[src/rtl/ifu_fetch.sv]
// Instruction fetch unit: owns the PC, issues one fetch at a time, and hands instructions to decode.
// Optional IFU_MISALIGN_CHECK_EN turns misaligned redirects into a sticky fault state.
module ifu_fetch #(
  parameter logic [31:0] RESET_PC = 32'h8000_0000
) (
  input  logic        clk,
  input  logic        rst_n,
  output logic        req_valid,
  input  logic        req_ready,
  output logic [31:0] req_addr,
  input  logic        rsp_valid,
  input  logic [31:0] rsp_data,
  output logic        inst_valid,
  input  logic        inst_ready,
  output logic [31:0] inst,
  output logic [31:0] inst_pc,
  input  logic        redirect_valid,
  input  logic [31:0] redirect_pc,
  output logic        fetch_fault
);

  typedef enum logic [2:0] {S_IDLE, S_REQ, S_WAIT, S_HOLD, S_FAULT} state_t;

  state_t      state, state_nxt;
  logic [31:0] pc, pc_nxt;
  logic [31:0] inst_q, inst_nxt;
  logic        stale, stale_nxt;
  logic [31:0] redir_tgt;
  logic        redir_fault;

`ifdef IFU_MISALIGN_CHECK_EN
  assign redir_tgt   = redirect_pc;
  assign redir_fault = |redirect_pc[1:0];
`else
  // Low bits are dropped so the PC always stays word aligned.
  logic unused_lsb;
  assign unused_lsb  = ^redirect_pc[1:0];
  assign redir_tgt   = {redirect_pc[31:2], 2'b00};
  assign redir_fault = 1'b0;
`endif

  always_ff @(posedge clk or negedge rst_n) begin
    if (!rst_n) begin
      state  <= S_IDLE;
      pc     <= RESET_PC;
      inst_q <= '0;
      stale  <= 1'b0;
    end else begin
      state  <= state_nxt;
      pc     <= pc_nxt;
      inst_q <= inst_nxt;
      stale  <= stale_nxt;
    end
  end

  always_comb begin
    state_nxt = state;
    pc_nxt    = pc;
    inst_nxt  = inst_q;
    stale_nxt = stale;
    if (redirect_valid && state != S_FAULT) begin
      // A redirect wins over every other transition; an in-flight fetch is marked stale.
      pc_nxt = redir_tgt;
      if (redir_fault) begin
        state_nxt = S_FAULT;
        stale_nxt = 1'b0;
      end else begin
        case (state)
          S_REQ: begin
            if (req_ready) begin
              state_nxt = S_WAIT;
              stale_nxt = 1'b1;
            end
          end
          S_WAIT: begin
            if (rsp_valid) begin
              state_nxt = S_REQ;
              stale_nxt = 1'b0;
            end else begin
              stale_nxt = 1'b1;
            end
          end
          default: state_nxt = S_REQ;
        endcase
      end
    end else begin
      case (state)
        S_IDLE: state_nxt = S_REQ;
        S_REQ: begin
          if (req_ready) begin
            state_nxt = S_WAIT;
            stale_nxt = 1'b0;
          end
        end
        S_WAIT: begin
          if (rsp_valid) begin
            if (!stale) begin
              inst_nxt  = rsp_data;
              state_nxt = S_HOLD;
            end else begin
              state_nxt = S_REQ;
            end
            stale_nxt = 1'b0;
          end
        end
        S_HOLD: begin
          if (inst_ready) begin
            pc_nxt    = pc + 32'd4;
            state_nxt = S_REQ;
          end
        end
        default: ;
      endcase
    end
  end

  assign req_valid  = (state == S_REQ);
  assign inst_valid = (state == S_HOLD);
  assign req_addr   = pc;
  assign inst_pc    = pc;
  assign inst       = inst_q;
`ifdef IFU_MISALIGN_CHECK_EN
  assign fetch_fault = (state == S_FAULT);
`else
  assign fetch_fault = 1'b0;
`endif

endmodule

[config.mk]
export PLATFORM = sky130hd
export DESIGN_NAME = ifu_fetch
export DESIGN_NICKNAME = d
export VERILOG_FILES = /design/src/rtl/ifu_fetch.sv
export SDC_FILE = /design/constraint.sdc
export NUM_CORES = 1
export LEC_CHECK = 0
export ABC_AREA = 1
export CAP_MARGIN = 20
export CORE_MARGIN = 2
export CORE_UTILIZATION = 40
export CTS_CLUSTER_SIZE = 28
export DETAILED_ROUTE_END_ITERATION = 10
export MAX_ROUTING_LAYER = met4
export PLACE_DENSITY_LB_ADDON = 0.2
export SLEW_MARGIN = 5
export SYNTH_ARGS = -nofsm -noshare
export SYNTH_HDL_FRONTEND = slang
export SYNTH_SLANG_ARGS = --single-unit
[constraint.sdc]
create_clock -name clk -period 3 [get_ports clk]
set_input_delay 0.75 -clock clk [delete_from_list [all_inputs] [get_ports clk]]
set_output_delay 0.75 -clock clk [all_outputs]
set_load 0.02 [all_outputs]
After elaboration in Yosys (flattened, before gate mapping)

Index checks and enable logic that the tools add are counted.

Register bits: 68
Latch bits: 0
Memory bits (writable): 0
ROM bits: 0
Input bits: 70
Output and inout bits: 99
Logic and storage cells: 43
Memories kept: 0

Add/subtract/negate cells: 1
Multiply operators: 0
Divide/modulo/power cells: 0
Order comparisons: 0
Equality and inequality tests: 8
Shift-type cells: 0
Multiplexer cells: 18
Bitwise operators: 2
Reduce and logical (&&, ||, !) cells: 10

Operators with widths:

| operator                                                              | count |
|---|---|
| 32-bit two-way mux                                                    | 3 |
| 32-bit by 3-bit adder with 32-bit output, second input constant       | 1 |
| 3-bit two-way mux                                                     | 5 |
| 3-bit one-hot mux with 4 select lines                                 | 1 |
| 3-bit by 2-bit equality test with 1-bit output, second input constant | 2 |
| 3-bit != test, second input constant                                  | 2 |
| 3-bit one-hot mux with 2 select lines                                 | 1 |
| 3-bit AND reduction                                                   | 2 |
| 2-bit nonzero test                                                    | 3 |
| 1-bit two-way mux                                                     | 5 |
| 5-bit nonzero test                                                    | 1 |
| 1-bit one-hot mux with 2 select lines                                 | 2 |
| 4-bit AND reduction                                                   | 1 |
| 3-bit by 1-bit equality test with 1-bit output, second input constant | 1 |
| 3-bit logical NOT                                                     | 1 |
| 3-bit by 1-bit != test with 1-bit output, second input constant       | 1 |
| 2-bit two-way mux                                                     | 1 |
| 2-bit by 1-bit != test with 1-bit output, second input constant       | 1 |
| 2-bit != test, second input constant                                  | 1 |
| 1-bit NOT                                                             | 2 |
| 2-bit AND reduction                                                   | 1 |
| 1-bit logical AND                                                     | 1 |

Logic depth before layout (Yosys ltp)

Gate-level depths: netlist of run 1.

Word-level depth: 4
Mapped depth: 11
Mapped depth without buffers: 10

Least setup slack after synthesis of run 1

No wires, ideal clock.

Kind: reg2reg
Start: register pc[3], in the netlist inst_pc[3]
End: register pc[26], in the netlist inst_pc[26]
Setup time: 0.117 ns
Data arrival time: 1.613 ns
Required time: 2.883 ns
Path slack: 1.270 ns
Cell stages (with the launch flop): 11
Path buffers: 0
Period minus slack after synthesis: 1.730 ns
Cell sequence: dfrtp_1 -> ha_1 -> nand2_1 -> nor2_1 -> nand2_1 -> nor2_1 -> nand2_1 -> nand2_1 -> nand3_1 -> nand2_1 -> nand2_1

Cells in the longest elaborated chain, start to end: 4

RTL lines:

| what                                     | RTL line | source |
|---|---|---|
| start, declared                          | 25       | `logic [31:0] pc, pc_nxt;` |
| start signal, assigned                   | 50       | `pc <= pc_nxt;` |
| 32-bit by 3-bit adder with 32-bit output | 108      | `pc_nxt = pc + 32'd4;` |
| 32-bit two-way mux                       | 107      | `if (inst_ready) begin` |
| 32-bit two-way mux                       | 87       | `case (state)` |
| 32-bit two-way mux                       | 61       | `if (redirect_valid && state != S_FAULT) begin` |

No other way between the ends. The select of a mux whose other input is x is not followed.
A chain may end at the register's enable or synchronous reset.

Final worst setup path of run 1

Start: register state[0]
End: output req_valid

Cells in the longest elaborated chain, start to end: 1

RTL lines:

| what                                           | RTL line | source |
|---|---|---|
| start, declared                                | 24       | `state_t state, state_nxt;` |
| start signal, assigned                         | 49       | `state <= state_nxt;` |
| 3-bit by 1-bit equality test with 1-bit output | 117      | `assign req_valid = (state == S_REQ);` |
| end, declared                                  | 8        | `output logic req_valid,` |

No other way between the ends.

==> results of run 1 <==
-- worst max path at each step --
stage	endpoint	cells after the start	slack (ns)
after floorplan	inst_pc[26]	10	1.27
after global placement	inst_pc[10]	8	0.52
after detailed placement	inst_pc[10]	8	0.51
after CTS	req_valid	3	0.49
after global routing	req_valid	3	0.39
final	req_valid	3	0.48
-- logic make-up after synthesis --
group,share of synthesized area (%)
simple gates,37.8
xor+xnor,0.218
flops,41.1
other cells,0.0932
fa+ha+maj,0.311
compound gates,6.44
buf+inv,14.1
-- final cells by class --
type	count	area (um^2)	share of cell area (%)
clock inverters	2	35.0	0.613
clock buffers	14	163	2.85
multi-input cells	419	1820	31.8
well taps	133	166	2.91
inverters	51	191	3.35
repair buffers	170	1690	29.5
flip-flops and latches	66	1650	28.9
-- cell usage in the layout, fill, tap and decap left out, drive strengths merged --
cell / n
xnor2: 1
nand2: 212
inv: 51
clkbuf: 14
o211ai: 2
clkdlybuf4s50: 160
dfstp: 1
or2: 3
and2: 1
buf: 10
nand4: 2
nand3: 72
a21oi: 7
bufinv: 1
dfrtp: 65
o21bai: 2
a211oi: 2
o22ai: 3
ha: 1
o21ai: 32
clkinv: 1
nor3: 11
conb: 5
nor2: 63
-- metrics by stage --
| stage | area [um^2] | worst slack [ns] |
|---|---|---|
| finish | 5710 | 0.480 |
| floorplan | 4040 | 1.27 |
| detailed placement | 5520 | 0.506 |
| CTS | 5710 | 0.491 |
| global placement | 5520 | 0.518 |
| global route | 5710 | 0.391 |
-- power breakdown --
| part | switching (mW) | internal (mW) | leakage [nW] |
|---|---|---|---|
| sequential | 0.308 | 1.21 | 0.800 |
| combinational | 1.17 | 1.00 | 1.76 |
| clock | 0.353 | 0.429 | 0.101 |
-- sequential cells by signal, summed over array words and instances, names as in the netlist --
name     cells
stale        1
inst        32
inst_pc     30
state        3
-- layer usage --
metal | GRT usage [%] | vias to the layer above | share of wire, %
met5 | - | - | 0
met4 | 7.05 | 0 | 1.5
met3 | 9.21 | 12 | 10
met2 | 36.3 | 153 | 48
met1 | 24.5 | 1894 | 40
li1 | - | 2073 | -
-- worst max-delay path, stage by stage, from the launching register on --
cell and delay [ns]:
dfrtp_1 0.43, inv_1 0.10, nor3_1 0.23, clkdlybuf4s50_1 0.66
==> flow_metrics.env, run 1 <==
export IMPL_p_leak_nw=2.66
export IMPL_dpl_cell_count=839
export IMPL_vias_per_cell=4.83
export IMPL_synthTopCellsByArea="dfrtp_1, nand2_1, nand3_1, buf_4, nor2_1"
export IMPL_final_nets=788
export IMPL_synth_seq_area_share_pct=41.1
export IMPL_grtUsageTotal_pct=22.2
export IMPL_syn2layout_area_growth_pct=42.0
export IMPL_die_area_um2=10900
export IMPL_start_util_pct=41.2
export IMPL_synth_top_cells_by_count="nand2_1, nand3_1, dfrtp_1"
export IMPL_grt_max_degree=67
export IMPL_fin_crit_ns=2.52
export IMPL_max_freq_mhz=397
export IMPL_cellPowerDensity_nw_per_um2=783
export IMPL_vdd_drop_max_mv=0.420
export IMPL_cts_made_buffers=9
export IMPL_hold_path_class="primary input to async pin"
export IMPL_htreeDepth=3
export IMPL_fin_util_pct=58.4
export IMPL_grt_pass1_wl_um=19100
export IMPL_rr_worst_depth=10
export IMPL_placementRows=36
export IMPL_reg2reg_to="inst_pc[26]"
export IMPL_synth_area_um2=4020
export IMPL_post_synth_cell_area_avg_um2=6.84
export IMPL_drive_above_1_share_pct=4.99
export IMPL_drtAntennaViolNets=0
export IMPL_dr_first_iter_drc_count=153
export IMPL_drc=0
export IMPL_place_gp_congestion=0.873
export IMPL_synth_top_flop_cell="dfrtp_1"
export IMPL_postCtsHoldBufs=0
export IMPL_fp_dieW_um=104
export IMPL_root_buffer="clkbuf_8"
export IMPL_worstSetupStartpointType="flip-flop"
export IMPL_numClockSinks=66
export IMPL_finalPower_mw=4.47
export IMPL_tritoncts="built"
export IMPL_vias=4132
export IMPL_dr_pass1_iters=4
export IMPL_synth_seq_cells=66
export IMPL_cts_resized_gates=0
export IMPL_cts_path_max_buffers=2
export IMPL_synth_edf_count=0
export IMPL_cap_violations=0
export IMPL_io_buffer_count=161
export IMPL_timing_rr_start="inst_pc[3]"
export IMPL_yosys_cell_count_top_type="nand2_1"
export IMPL_clkTransAtPathRegs_ns=0.07
export IMPL_ys_async_sr_fraction_pct=100
export IMPL_postCtsSetupBuffers=0
export IMPL_crit_path_end_kind="primary output"
export IMPL_holdWs_ns=0.384
export IMPL_overflow=0
export IMPL_place_hpwl_um=8230
export IMPL_rsz0062_at_grt="false"
export IMPL_worst_setup_path_type="flip-flop to primary output"
export IMPL_fillers=955
export IMPL_setup_violations=0
export IMPL_status="complete, no violations"
export IMPL_n_antenna_cell=0
export IMPL_startpoint="state[0]"
export IMPL_rrSetupSlack_ns=1.07
export IMPL_hold_viol_final=0
export IMPL_coreArea_um2=9770
export IMPL_ys_types=30
export IMPL_clk_latency_ns=0.36
export IMPL_grt_pass1_vias=4095
export IMPL_worst_ep_arrival_time_ns=1.77
export IMPL_ios=169
export IMPL_wl_um=11300
export IMPL_final_cells=855
export IMPL_path_max_fanout=4
export IMPL_yosys_area_top_type="dfrtp_1"
export IMPL_antenna_found_initial=0
export IMPL_min_period_over_period_pct=84.0
export IMPL_cp_data_required_time_ns=2.25
export IMPL_syn_inst=588
export IMPL_wl_per_cell_um=13.2
export IMPL_tns_ns=0
export IMPL_netlist_area_leader_share_pct=40.4
export IMPL_finalClockSkew_ns=0.00730
export IMPL_slew_viol_final=0
export IMPL_die_height_um=104
export IMPL_yosys_warnings=0
No activity file was read; power rests on OpenSTA's default activity.
==> inputs of run 2 (changes only) <==
==> constraint.sdc (replaced) <==
create_clock -name clk -period 2.35 [get_ports clk]
set_input_delay 0.5875 -clock clk [delete_from_list [all_inputs] [get_ports clk]]
set_output_delay 0.5875 -clock clk [all_outputs]
set_load 0.02 [all_outputs]
==> run 2 against run 1 <==
Net effect: combinational power increased by 27%; non-clock buffer count increased by 3; setup slack got worse by 0.37 ns; critical path type unchanged; design area increased by 0.18%; global-route usage decreased by 0.27 points; final cell count increased by 0.35%; sequential cell count unchanged.
==> flow_metrics.env, run 2 (synthesis results as in run 1) <==
export IMPL_cap_violations=0
export IMPL_fillers=936
export IMPL_grtUsageTotal_pct=21.9
export IMPL_p_leak_nw=2.68
export IMPL_largest_reg_flops=32
export IMPL_placementRows=36
export IMPL_finalPower_mw=5.60
export IMPL_status="complete, no violations"
export IMPL_start_util_pct=41.2
export IMPL_grt_pass1_wl_um=19000
export IMPL_numClockSinks=66
export IMPL_wl_per_cell_um=12.9
export IMPL_dr_first_iter_drc_count=164
export IMPL_timing_rr_start="inst_pc[3]"
export IMPL_syn2layout_area_growth_pct=42.3
export IMPL_hold_viol_final=0
export IMPL_fin_ws_ns=0.113
export IMPL_critPathBufInv=3
export IMPL_fin_crit_ns=2.24
export IMPL_wl_um=11100
export IMPL_tightest_slew_ns=0.574
export IMPL_path_max_fanout=3
export IMPL_crit_slowest_cell="clkdlybuf4s50_1"
export IMPL_n_antenna_cell=0
export IMPL_reg2reg_to="inst_pc[22]"
export IMPL_setup_violations=0
export IMPL_drive_above_1_share_pct=5.52
export IMPL_die_height_um=104
export IMPL_final_cells=858
export IMPL_antenna_found_initial=0
export IMPL_place_hpwl_um=8290
export IMPL_ios=169
export IMPL_dr_pass1_iters=5
export IMPL_crit_path_end_kind="primary output"
export IMPL_cp_data_required_time_ns=1.76
export IMPL_p_sw_share_pct=41.2
export IMPL_fin_util_pct=58.6
export IMPL_grt_pass1_vias=4047
export IMPL_maxSlewHeadroom_pct=61.8
export IMPL_htreeDepth=3
export IMPL_overflow=0
export IMPL_cellPowerDensity_nw_per_um2=978
export IMPL_slew_viol_final=0
export IMPL_grt_max_degree=45
export IMPL_drtAntennaViolNets=0
export IMPL_path_delay_family="buffers and inverters"
export IMPL_p_switching_mw=2.31
export IMPL_root_buffer="clkbuf_8"
export IMPL_clkTransAtPathRegs_ns=0.08
export IMPL_clk_latency_ns=0.35
export IMPL_multi_input_area_um2=1820
export IMPL_place_gp_congestion=0.876
export IMPL_seqPwrFrac_pct=34.4
export IMPL_tns_ns=0
export IMPL_vias_per_cell=4.80
export IMPL_rr_worst_depth=10
export IMPL_regArea_um2=1650
export IMPL_final_common_cell="nand2_1"
export IMPL_drc=0
export IMPL_cp_endpoint="inst_valid"
export IMPL_max_freq_mhz=447
export IMPL_cp_num_cells=4
export IMPL_worst_setup_path_type="flip-flop to primary output"
export IMPL_power_frac_clock_pct=16.0
export IMPL_postCtsSetupBuffers=0
export IMPL_pre_cts_slack_ns=0.190
export IMPL_tritoncts="built"
export IMPL_cts_path_max_buffers=2
export IMPL_worst_ep_arrival_time_ns=1.65
export IMPL_cpMostUsedCell="inv_1"
export IMPL_power_frac_comb_pct=49.5
export IMPL_final_cell_mix="nand2_1, clkdlybuf4s50_1, nand3_1"
export IMPL_cp_cell_sequence="inv_1 -> nand3_2 -> inv_1 -> clkdlybuf4s50_1"
export IMPL_io_buffer_count=161
export IMPL_vdd_drop_max_mv=0.680
export IMPL_rsz0062_at_grt="false"
export IMPL_min_period_over_period_pct=95.2
export IMPL_vias=4122
export IMPL_dpl_cell_count=842
export IMPL_critPathMaxStageDelay_ns=0.60
export IMPL_cts_resized_gates=0
export IMPL_cts_made_buffers=9
export IMPL_worstSetupStartpointType="flip-flop"
export IMPL_die_area_um2=10900
export IMPL_finalClockSkew_ns=0.00890
export IMPL_internal_power_mw=3.29
export IMPL_fp_dieW_um=104
export IMPL_rrSetupSlack_ns=0.37
export IMPL_final_nets=791
export IMPL_startpoint="state[2]"
export IMPL_postCtsHoldBufs=0
export IMPL_hold_path_class="primary input to async pin"
export IMPL_coreArea_um2=9770
==> run 2: cell types whose count changed in the layout (fill, tap and decap cells not counted), sizes merged <==
cell / change
bufinv: -1
clkinv: +1
clkdlybuf4s50: -1
buf: +3
dlymetal6s2s: +1
==> run 2: cell type report <==
cell class              instances  area share (%)
multi-input cells             419            31.8
inverters                      51            3.34
clock inverters                 2           0.175
clock buffers                  14            3.02
well taps                     133            2.91
flip-flops and latches         66            28.9
repair buffers                173            29.9
==> run 2: per-layer routing <==
layer / routed length, um / track usage [%] / share of wire, % / vias up
li1: - / - / - / 2082
met2: 5230 / 35.2 / 47 / 156
met3: 977 / 7.02 / 8.8 / 8
met1: 4770 / 26.1 / 43 / 1876
met5: 0 / - / 0 / -
met4: 120 / 6.85 / 1.1 / 0
==> run 2: worst reg2reg max path: stages, from the launching register on <==
cell and delay [ns]:
dfrtp_1 0.45, ha_1 0.23, nand2_1 0.11, nor2_1 0.20
nand2_1 0.19, nor2_1 0.35, nand2_1 0.09, nand2_1 0.07
nand3_1 0.07, nand2_1 0.07, nand2_1 0.05
==> run 2: worst min-delay path by stage <==
stage	start	end	cells past startpoint
floorplan	rst_n	inst[0]	0
global placement	inst[11]	inst[11]	2
detailed placement	inst[11]	inst[11]	2
CTS	rst_n	inst_pc[6]	1
global route	rst_n	inst_pc[6]	1
finish	rst_n	inst_pc[6]	1
==> run 2: power groups by stage <==
| stage | registers, mW | logic [mW] | clock network (mW) |
|---|---|---|---|
| 2_1_floorplan | 2.34 | 1.14 | 0 |
| 3_3_place_gp | 1.92 | 2.76 | 0 |
| 3_5_place_dp | 1.94 | 2.79 | 0 |
| 4_1_cts | 1.93 | 2.80 | 0.921 |
| 5_1_grt | 2.00 | 3.03 | 0.973 |
| 6_report | 1.93 | 2.77 | 0.898 |
==> run 2: per-stage QoR <==
step	cell area, um^2	hold WS (ns)
after global placement	5540	0.453
after detailed placement	5540	0.458
after floorplan	4040	0.292
after global routing	5720	0.261
final	5720	0.229
after CTS	5720	0.230
